==> src/rtl/seg_pkg.sv <==
`default_nettype none
// ============================================================================
//  Module   : seg_pkg
//  Brief    : Shared types and constants for the 7-segment scan controller.
//  Revision : 1.0 - initial release
// ============================================================================
package seg_pkg;

  // One hex digit as held in the display buffers
  typedef logic [3:0] digit_t;

  // Scanner state: parked/blank or actively cycling through digits
  typedef enum logic {
    IDLE = 1'b0,
    SCAN = 1'b1
  } scan_state_t;

  // All segments off (active-low drive)
  localparam logic [6:0] SEG_BLANK = 7'b1111111;

  // Largest digit count the controller is sized for
  localparam int NDIG_MAX = 8;

endpackage
`default_nettype wire

==> src/rtl/dec7seg.sv <==
`default_nettype none
// ============================================================================
//  Module   : dec7seg
//  Brief    : Combinational hex to 7-segment decoder, active-low, bits g..a.
//  Revision : 1.0 - initial release
// ============================================================================
module dec7seg
  import seg_pkg::*;
(
  input  digit_t     hex,
  output logic [6:0] seg_n
);

  // Glyph lookup; lowercase b and d keep them distinct from 8 and 0
  always_comb begin
    seg_n = SEG_BLANK;
    case (hex)
      4'h0: seg_n = 7'b1000000;
      4'h1: seg_n = 7'b1111001;
      4'h2: seg_n = 7'b0100100;
      4'h3: seg_n = 7'b0110000;
      4'h4: seg_n = 7'b0011001;
      4'h5: seg_n = 7'b0010010;
      4'h6: seg_n = 7'b0000010;
      4'h7: seg_n = 7'b1111000;
      4'h8: seg_n = 7'b0000000;
      4'h9: seg_n = 7'b0010000;
      4'hA: seg_n = 7'b0001000;
      4'hB: seg_n = 7'b0000011;
      4'hC: seg_n = 7'b1000110;
      4'hD: seg_n = 7'b0100001;
      4'hE: seg_n = 7'b0000110;
      4'hF: seg_n = 7'b0001110;
      default: seg_n = SEG_BLANK;
    endcase
  end

endmodule
`default_nettype wire

==> src/rtl/seg_scan_ctrl.sv <==
`default_nettype none
// ============================================================================
//  Module   : seg_scan_ctrl
//  Brief    : Time-multiplexed scan controller for an NDIG-digit common-anode
//             7-segment display. Writes land in a shadow buffer and are
//             released to the display buffer only at frame boundaries (or at
//             once while idle). One shared decoder serves every digit.
//  Options  : SEG_LZ_BLANK_EN - blank leading-zero digits (digit 0 always on)
//  Revision : 1.0 - initial release
// ============================================================================
module seg_scan_ctrl
  import seg_pkg::*;
#(
  parameter int NDIG     = 4,
  parameter int SCAN_DIV = 50000
)
(
  input  logic            clk,
  input  logic            reset_n,
  input  logic            en,
  input  logic            wr_en,
  input  logic [4*NDIG-1:0] wr_data,
  output logic            wr_ack,
  output logic            pending,
  output logic [6:0]      seg_n,
  output logic [NDIG-1:0] an_n
);

  localparam int c_presc_w = (SCAN_DIV > 1) ? $clog2(SCAN_DIV) : 1;
  localparam int c_idx_w   = (NDIG > 1) ? $clog2(NDIG) : 1;
  localparam logic [c_presc_w-1:0] c_presc_last = c_presc_w'(SCAN_DIV - 1);
  localparam logic [c_idx_w-1:0]   c_idx_last   = c_idx_w'(NDIG - 1);

  scan_state_t            r_state;
  scan_state_t            w_state_nxt;
  logic [c_presc_w-1:0]   r_presc;
  logic [c_presc_w-1:0]   w_presc_nxt;
  logic [c_idx_w-1:0]     r_idx;
  logic [c_idx_w-1:0]     w_idx_nxt;
  logic                   w_frame_end;

  logic [4*NDIG-1:0]      r_shadow;
  logic [4*NDIG-1:0]      w_shadow_nxt;
  logic [4*NDIG-1:0]      r_disp;
  logic [4*NDIG-1:0]      w_disp_nxt;
  logic                   r_pending;
  logic                   w_pending_nxt;
  logic                   r_ack;
  logic                   w_copy;

  digit_t                 w_nib;
  logic [6:0]             w_dec;
  logic [6:0]             w_seg_nxt;
  logic [NDIG-1:0]        w_an_nxt;
  logic [6:0]             r_seg_n;
  logic [NDIG-1:0]        r_an_n;

  // Scanner state register
  always_ff @(posedge clk or negedge reset_n) begin
    if (!reset_n) r_state <= IDLE;
    else          r_state <= w_state_nxt;
  end

  // Next state, prescaler and digit index; both counters sit at 0 outside SCAN
  always_comb begin
    w_state_nxt = r_state;
    w_presc_nxt = '0;
    w_idx_nxt   = '0;
    w_frame_end = 1'b0;
    case (r_state)
      IDLE: begin
        if (en) w_state_nxt = SCAN;
      end
      SCAN: begin
        w_frame_end = (r_presc == c_presc_last) && (r_idx == c_idx_last);
        if (!en) begin
          w_state_nxt = IDLE;
        end else if (r_presc == c_presc_last) begin
          w_presc_nxt = '0;
          w_idx_nxt   = (r_idx == c_idx_last) ? '0 : r_idx + c_idx_w'(1);
        end else begin
          w_presc_nxt = r_presc + c_presc_w'(1);
          w_idx_nxt   = r_idx;
        end
      end
      default: w_state_nxt = IDLE;
    endcase
  end

  // Prescaler and digit index registers
  always_ff @(posedge clk or negedge reset_n) begin
    if (!reset_n) begin
      r_presc <= '0;
      r_idx   <= '0;
    end else begin
      r_presc <= w_presc_nxt;
      r_idx   <= w_idx_nxt;
    end
  end

  // Double buffer: a write coinciding with the frame edge bypasses the shadow
  always_comb begin
    w_shadow_nxt  = wr_en ? wr_data : r_shadow;
    w_disp_nxt    = r_disp;
    w_pending_nxt = r_pending | wr_en;
    w_copy        = 1'b0;
    if (w_frame_end && (r_pending || wr_en)) begin
      w_disp_nxt    = w_shadow_nxt;
      w_pending_nxt = 1'b0;
      w_copy        = 1'b1;
    end else if ((r_state == IDLE) && r_pending) begin
      // A write landing on this same edge stays pending for the next copy
      w_disp_nxt    = r_shadow;
      w_pending_nxt = wr_en;
      w_copy        = 1'b1;
    end
  end

  // Shadow, display buffer, pending flag and acknowledge pulse
  always_ff @(posedge clk or negedge reset_n) begin
    if (!reset_n) begin
      r_shadow  <= '0;
      r_disp    <= '0;
      r_pending <= 1'b0;
      r_ack     <= 1'b0;
    end else begin
      r_shadow  <= w_shadow_nxt;
      r_disp    <= w_disp_nxt;
      r_pending <= w_pending_nxt;
      r_ack     <= w_copy;
    end
  end

  // Select the nibble and anode for the slot being entered on this edge
  always_comb begin
    w_nib    = '0;
    w_an_nxt = '1;
    for (int k = 0; k < NDIG; k++) begin
      if (w_idx_nxt == c_idx_w'(k)) begin
        w_nib       = w_disp_nxt[4*k +: 4];
        w_an_nxt[k] = (w_state_nxt != SCAN);
      end
    end
  end

  dec7seg u_dec (
    .hex   (w_nib),
    .seg_n (w_dec)
  );

`ifdef SEG_LZ_BLANK_EN
  logic w_zacc;
  logic w_blank;

  // Blank a digit when it and every higher digit are zero; digit 0 never blanks
  always_comb begin
    w_zacc  = 1'b1;
    w_blank = 1'b0;
    for (int k = NDIG - 1; k >= 1; k--) begin
      w_zacc = w_zacc & (w_disp_nxt[4*k +: 4] == 4'h0);
      if (w_idx_nxt == c_idx_w'(k)) w_blank = w_zacc;
    end
    w_seg_nxt = ((w_state_nxt == SCAN) && !w_blank) ? w_dec : SEG_BLANK;
  end
`else
  // Every scanned digit shows its nibble
  always_comb begin
    w_seg_nxt = (w_state_nxt == SCAN) ? w_dec : SEG_BLANK;
  end
`endif

  // Registered display drive; anode and segments change on the same edge
  always_ff @(posedge clk or negedge reset_n) begin
    if (!reset_n) begin
      r_seg_n <= SEG_BLANK;
      r_an_n  <= '1;
    end else begin
      r_seg_n <= w_seg_nxt;
      r_an_n  <= w_an_nxt;
    end
  end

  assign wr_ack  = r_ack;
  assign pending = r_pending;
  assign seg_n   = r_seg_n;
  assign an_n    = r_an_n;

endmodule
`default_nettype wire

==> config.mk <==
export PLATFORM = sky130hd
export DESIGN_NAME = seg_scan_ctrl
export DESIGN_NICKNAME = d
export VERILOG_FILES = /design/src/rtl/seg_pkg.sv /design/src/rtl/dec7seg.sv /design/src/rtl/seg_scan_ctrl.sv
export SDC_FILE = /design/constraint.sdc
export NUM_CORES = 1
export LEC_CHECK = 0
export CAP_MARGIN = 20
export CORE_MARGIN = 1
export CORE_UTILIZATION = 40
export DETAILED_ROUTE_END_ITERATION = 16
export HOLD_SLACK_MARGIN = 0.15
export PLACE_DENSITY = 0.63
export SYNTH_ARGS = -nofsm -noshare
export SYNTH_HDL_FRONTEND = slang
export SYNTH_HIERARCHICAL = 1
export SYNTH_SLANG_ARGS = --single-unit
==> constraint.sdc <==
create_clock -name clk -period 8.76 [get_ports clk]
set_input_delay 1.752 -clock clk [delete_from_list [all_inputs] [get_ports clk]]
set_output_delay 1.752 -clock clk [all_outputs]
set_load 0.03 [all_outputs]
* Word level (Yosys, flattened, before mapping)
Memory sizes are Yosys's and may differ from the RTL's. Cells that the tools add are included.
Storage, ports and cells: memories 1, memory bits (read-only) 112, register bits 64, bits of input ports 20
Operators by class: add/subtract/negate cells 2, equality and inequality tests 5, multiplexer cells 25, reductions and logical operators 5, bitwise gates (word level) 3
Memory list:
- (name not given) | depth 16, width 7, rd ports 1, clocked after memory_dff 0, wr ports 0, RTL line dec7seg.sv:17 | case (hex)
Operators with widths (count):
- $mux 16 | 6
- $add 16x1->16 const B | 1
- $eq 16x16->1 const B | 1
- $mux 4 | 4
- $mux 1 | 10
- $mux 2 | 4
- $mux 7 | 1
- $eq 2x2->1 const B | 3
- $logic_and 1x1->1 | 3
- $add 2x1->2 const B | 1
- $eq 2x1->1 const B | 1
- $logic_not 2->1 | 1
- $not 1->1 | 2
- $logic_or 1x1->1 | 1
- $or 1x1->1 | 1

* Logic depth before layout (Yosys ltp)
An unclocked memory read counts as a cell.
word-level depth 12, gate-level depth with buffers 14

* Modules after synthesis
The synthesis kept the hierarchy.
By module, submodules not included:
- seg_scan_ctrl | cells an instance 215, area each 2915.3 µm², seq. area each 1615.3 µm², instances 1
- dec7seg | cells an instance 32, area each 275.3 µm², seq. area each 0.0 µm², instances 1

* Worst setup path after synthesis
OpenSTA, ideal clock, no wires.
kind input port to flip-flop, start in wr_en, end reg r_seg_n[3], in the netlist seg_n[3], required time 8.680 ns, data arrival time 4.203 ns, stages on the path 12, slack 4.477 ns, library setup time 0.080 ns, cell sequence buf_2 > o211ai_1 > nor2_8 > buf_12 > mux2_4 > mux2i_1 > mux2i_1 > inv_1 > ha_1 > inv_1 > mux4_1 > nand2b_1
RTL lines:
- start: declaration | RTL line seg_scan_ctrl.sv:21 | input logic wr_en,
- $logic_or 1x1->1 | RTL line seg_scan_ctrl.sv:107 | if (w_frame_end && (r_pending || wr_en)) begin
- $logic_and 1x1->1 | RTL line seg_scan_ctrl.sv:107
- $mux 16 (*) | RTL line seg_scan_ctrl.sv:107
- via w_disp_nxt[8] | RTL line seg_scan_ctrl.sv:45 | logic [4*NDIG-1:0] w_disp_nxt;
- $mux 4 (*) (2 in a row) | RTL line seg_scan_ctrl.sv:139 | if (w_idx_nxt == c_idx_w'(k)) begin
- via w_nib[0] | RTL line seg_scan_ctrl.sv:51 | digit_t w_nib;
- $mem_v2 16x7 (*)
- via w_dec[3] | RTL line seg_scan_ctrl.sv:52 | logic [6:0] w_dec;
- $mux 7 (*) | RTL line seg_scan_ctrl.sv:168 | w_seg_nxt = (w_state_nxt == SCAN) ? w_dec : SEG_BLANK;
- via w_seg_nxt[3] | RTL line seg_scan_ctrl.sv:53 | logic [6:0] w_seg_nxt;
- end signal: assignment | RTL line seg_scan_ctrl.sv:178 | r_seg_n <= w_seg_nxt;
- end: declaration | RTL line seg_scan_ctrl.sv:55 | logic [6:0] r_seg_n;
The timed path passes the listed nets; every way through them passes the cells marked *.

* Final worst setup path
start in wr_en, end reg r_seg_n[3], in the netlist seg_n[3]
RTL lines (RTL line):
- $logic_or 1x1->1 | seg_scan_ctrl.sv:107
- $logic_and 1x1->1 | seg_scan_ctrl.sv:107
- $mux 16 (*) | seg_scan_ctrl.sv:107
- via w_disp_nxt[4] | seg_scan_ctrl.sv:45
- $mux 4 (*) (3 in a row) | seg_scan_ctrl.sv:139
- via w_nib[0] | seg_scan_ctrl.sv:51
- $mem_v2 16x7 (*)
- via w_dec[3] | seg_scan_ctrl.sv:52
- $mux 7 (*) | seg_scan_ctrl.sv:168
- via w_seg_nxt[3] | seg_scan_ctrl.sv:53
Marked as above.

==> flow_summary.yaml <==
outcome:
  status: "complete, no violations"
power:
  power_density_nw_per_um2: 199
  irDropWorstVdd_uv: 113
  leakagePower_nw: 1.61
global_route:
  track_usage: 0.156
  grt_overflow: 0
  grt_first_pass_wirelength_um: 9780
  antenna_found_initial: 0
  grt_max_degree: 65
  grt_pass1_vias: 1996
cts:
  cts_inserted_buffers: 9
  cts.sinks: 64
  htreeDepth: 3
  cts-resized-gates: 0
  root_buffer: "clkbuf_8"
  insertion_delay_ns: 0.34
  clock_path_buffers: 2
  clk_pin_slew_worst_paths_ns: 0.07
  ctsHoldBuffers: 0
  tritoncts: "yes"
  postCtsSetupBuffers: 0
routing:
  wirelength_um: 5840
  drt_iter0_markers: 91
  routedWlPerCell_um: 14.9
  drc: 0
  num_vias: 1936
  dr.pass1.iters: 4
  vias_per_cell: 4.95
  antenna_left: 0
synth:
  yosysMostFrequentCell: "dfrtp_1"
  syn_inst: 247
  ys_async_sr_fraction: 1.00
  avgSynthCellArea_um2: 12.9
  synth_ff_type: "dfrtp_1"
  synthTopCellsByCount: "dfrtp_1 (53), mux2_2 (41), nor2_1 (26)"
  synth_nets: 276
  syn_area_um2: 3190
  ys_warn_count: 6
  synth_cell_types: 36
  ys_top_cells_by_area: "dfrtp_1 (42%), mux2_2 (14%), dfstp_2 (9.1%)"
  synth_top_area_share: 0.416
  yosysSeqAreaShare: 0.506
  post-synth-top-area-cell: "dfrtp_1"
  synth_edf_count: 0
  synth-seq-cells: 64
worst_setup_path:
  start_kind: "primary input"
  r2r_slack_ns: 4.87
  crit_type: "in2reg"
  arrival_ns: 5.54
  crit_path_end_kind: "flop"
  cp.required_ns: 9.02
  crit_fanout: 18
run:
  cap_violations: 0
floorplan:
  die_width_um: 91.3
  core_um2: 7730
  die_h_um: 91.3
  io_pins: 33
  rows: 32
  initial_core_util: 0.413
  die_area_um2: 8340
hold_path:
  hp-class: "reg2reg"
timing:
  tightestPinTransition_ns: 0.871
  report.final.slew_viol_count: 0
  finalCritPeriodShare: 0.603
  finalSetupViolCount: 0
  setup_tns_ns: 0
  fin_crit_ns: 5.28
  slew_headroom: 0.403
  final_hold_viol_count: 0
  clock.fmax_mhz: 189
  fin_skew_ns: 0.0118
  rsz0062_at_grt: "false"
finish:
  areaGrowthSynthToFinish_pct: 18.5
  fin_cells: 391
  fin_nets: 313
  fin_util: 0.489
  finalInstanceArea_um2: 3780
  drive_above_1_share: 0.304
  num_antenna_cells: 0
placed_design:
  place_inst: 374
  hpwlAfterDp_um: 3800
  portBuffers: 32
  place_congestion: 0.799
  placed_cell_area_um2: 3580
==> per-stage QoR <==
| stage | worst slack, ns | power (W) | hold slack, ns |
|---|---|---|---|
| 2_1_floorplan | 4.48 | 0.000455 | 0.454 |
| 3_3_place_gp | 3.14 | 0.000501 | 0.488 |
| 3_5_place_dp | 3.08 | 0.000504 | 0.504 |
| 4_1_cts | 3.44 | 0.000762 | 0.514 |
| 5_1_grt | 3.18 | 0.000791 | 0.543 |
| 6_report | 3.48 | 0.000754 | 0.508 |
==> layer usage <==
layer  wire (um)  global-route usage
met5           0                   0
met4          63              0.0622
met3         265              0.0586
met2        2670               0.240
met1        2840               0.198
==> critical path: stages <==
cell and delay (ns):
clkdlybuf4s50_1 1.04, o211ai_1 0.31, nor2_8 0.39, mux2_2 0.25, mux2i_1 0.06, mux2i_1 0.53
inv_1 0.21, ha_1 0.33, inv_1 0.05, mux4_1 0.46, nand2b_1 0.15
==> power breakdown <==
group          leakage [nW]  switching (W)  internal (W)  total (W)
clock                0.0993       0.000116      0.000139   0.000255
sequential            0.776      0.0000104      0.000330   0.000340
combinational         0.737      0.0000761     0.0000821   0.000158
total                  1.61       0.000203      0.000551   0.000754
==> cells by family after synthesis <==
family,Yosys count,synth area share
muxes,68,0.247
and+or+nand+nor,68,0.125
DFF,64,0.506
xor gates and xnor gates,13,0.0357
buffers and inverters,13,0.0271
AOI/OAI and AO/OA,12,0.0235
adders and majority gates,9,0.0353
==> final cells by class <==
class / instances / area, um^2
tap: 102 / 128
inverter: 4 / 15.0
sequential: 64 / 1620
fill: 696 / 3950
clock buffer: 11 / 141
clock inverter: 5 / 56.3
multi-input combinational: 170 / 1490
timing repair buffer: 35 / 338
==> flip-flops by register name, summed over array words and instances (netlist names) <==
name,count
seg_n,7
r_shadow,16
wr_ack,1
pending,1
r_disp,16
an_n,4
r_presc,16
r_idx,2
r_state,1
==> final timing paths <==
check,startpoint,end,cells past startpoint
setup / recovery,wr_en,seg_n[3]$_DFF_PN1_,11
hold / removal,r_presc[0]$_DFF_PN0_,r_presc[0]$_DFF_PN0_,1
setup reg to reg,r_presc[0]$_DFF_PN0_,seg_n[3]$_DFF_PN1_,12
hold reg to reg,r_presc[0]$_DFF_PN0_,r_presc[0]$_DFF_PN0_,1
max in group asynchronous,reset_n,r_shadow[15]$_DFF_PN0_,2
min in group asynchronous,reset_n,r_shadow[14]$_DFF_PN0_,2
==> cell usage in the layout, fill, tap and decap left out, types with 5 or more instances in the layout <==
cell	instances
dfrtp_1	53
mux2_2	41
clkdlybuf4s50_1	31
nor2_1	26
mux2i_1	18
dfstp_2	11
clkbuf_8	10
nand2_1	9
nand3_1	9
xor2_1	9
ha_1	9
mux2_4	8
nand2b_1	7
o21ai_0	5
(Power assumes the default switching activity.)
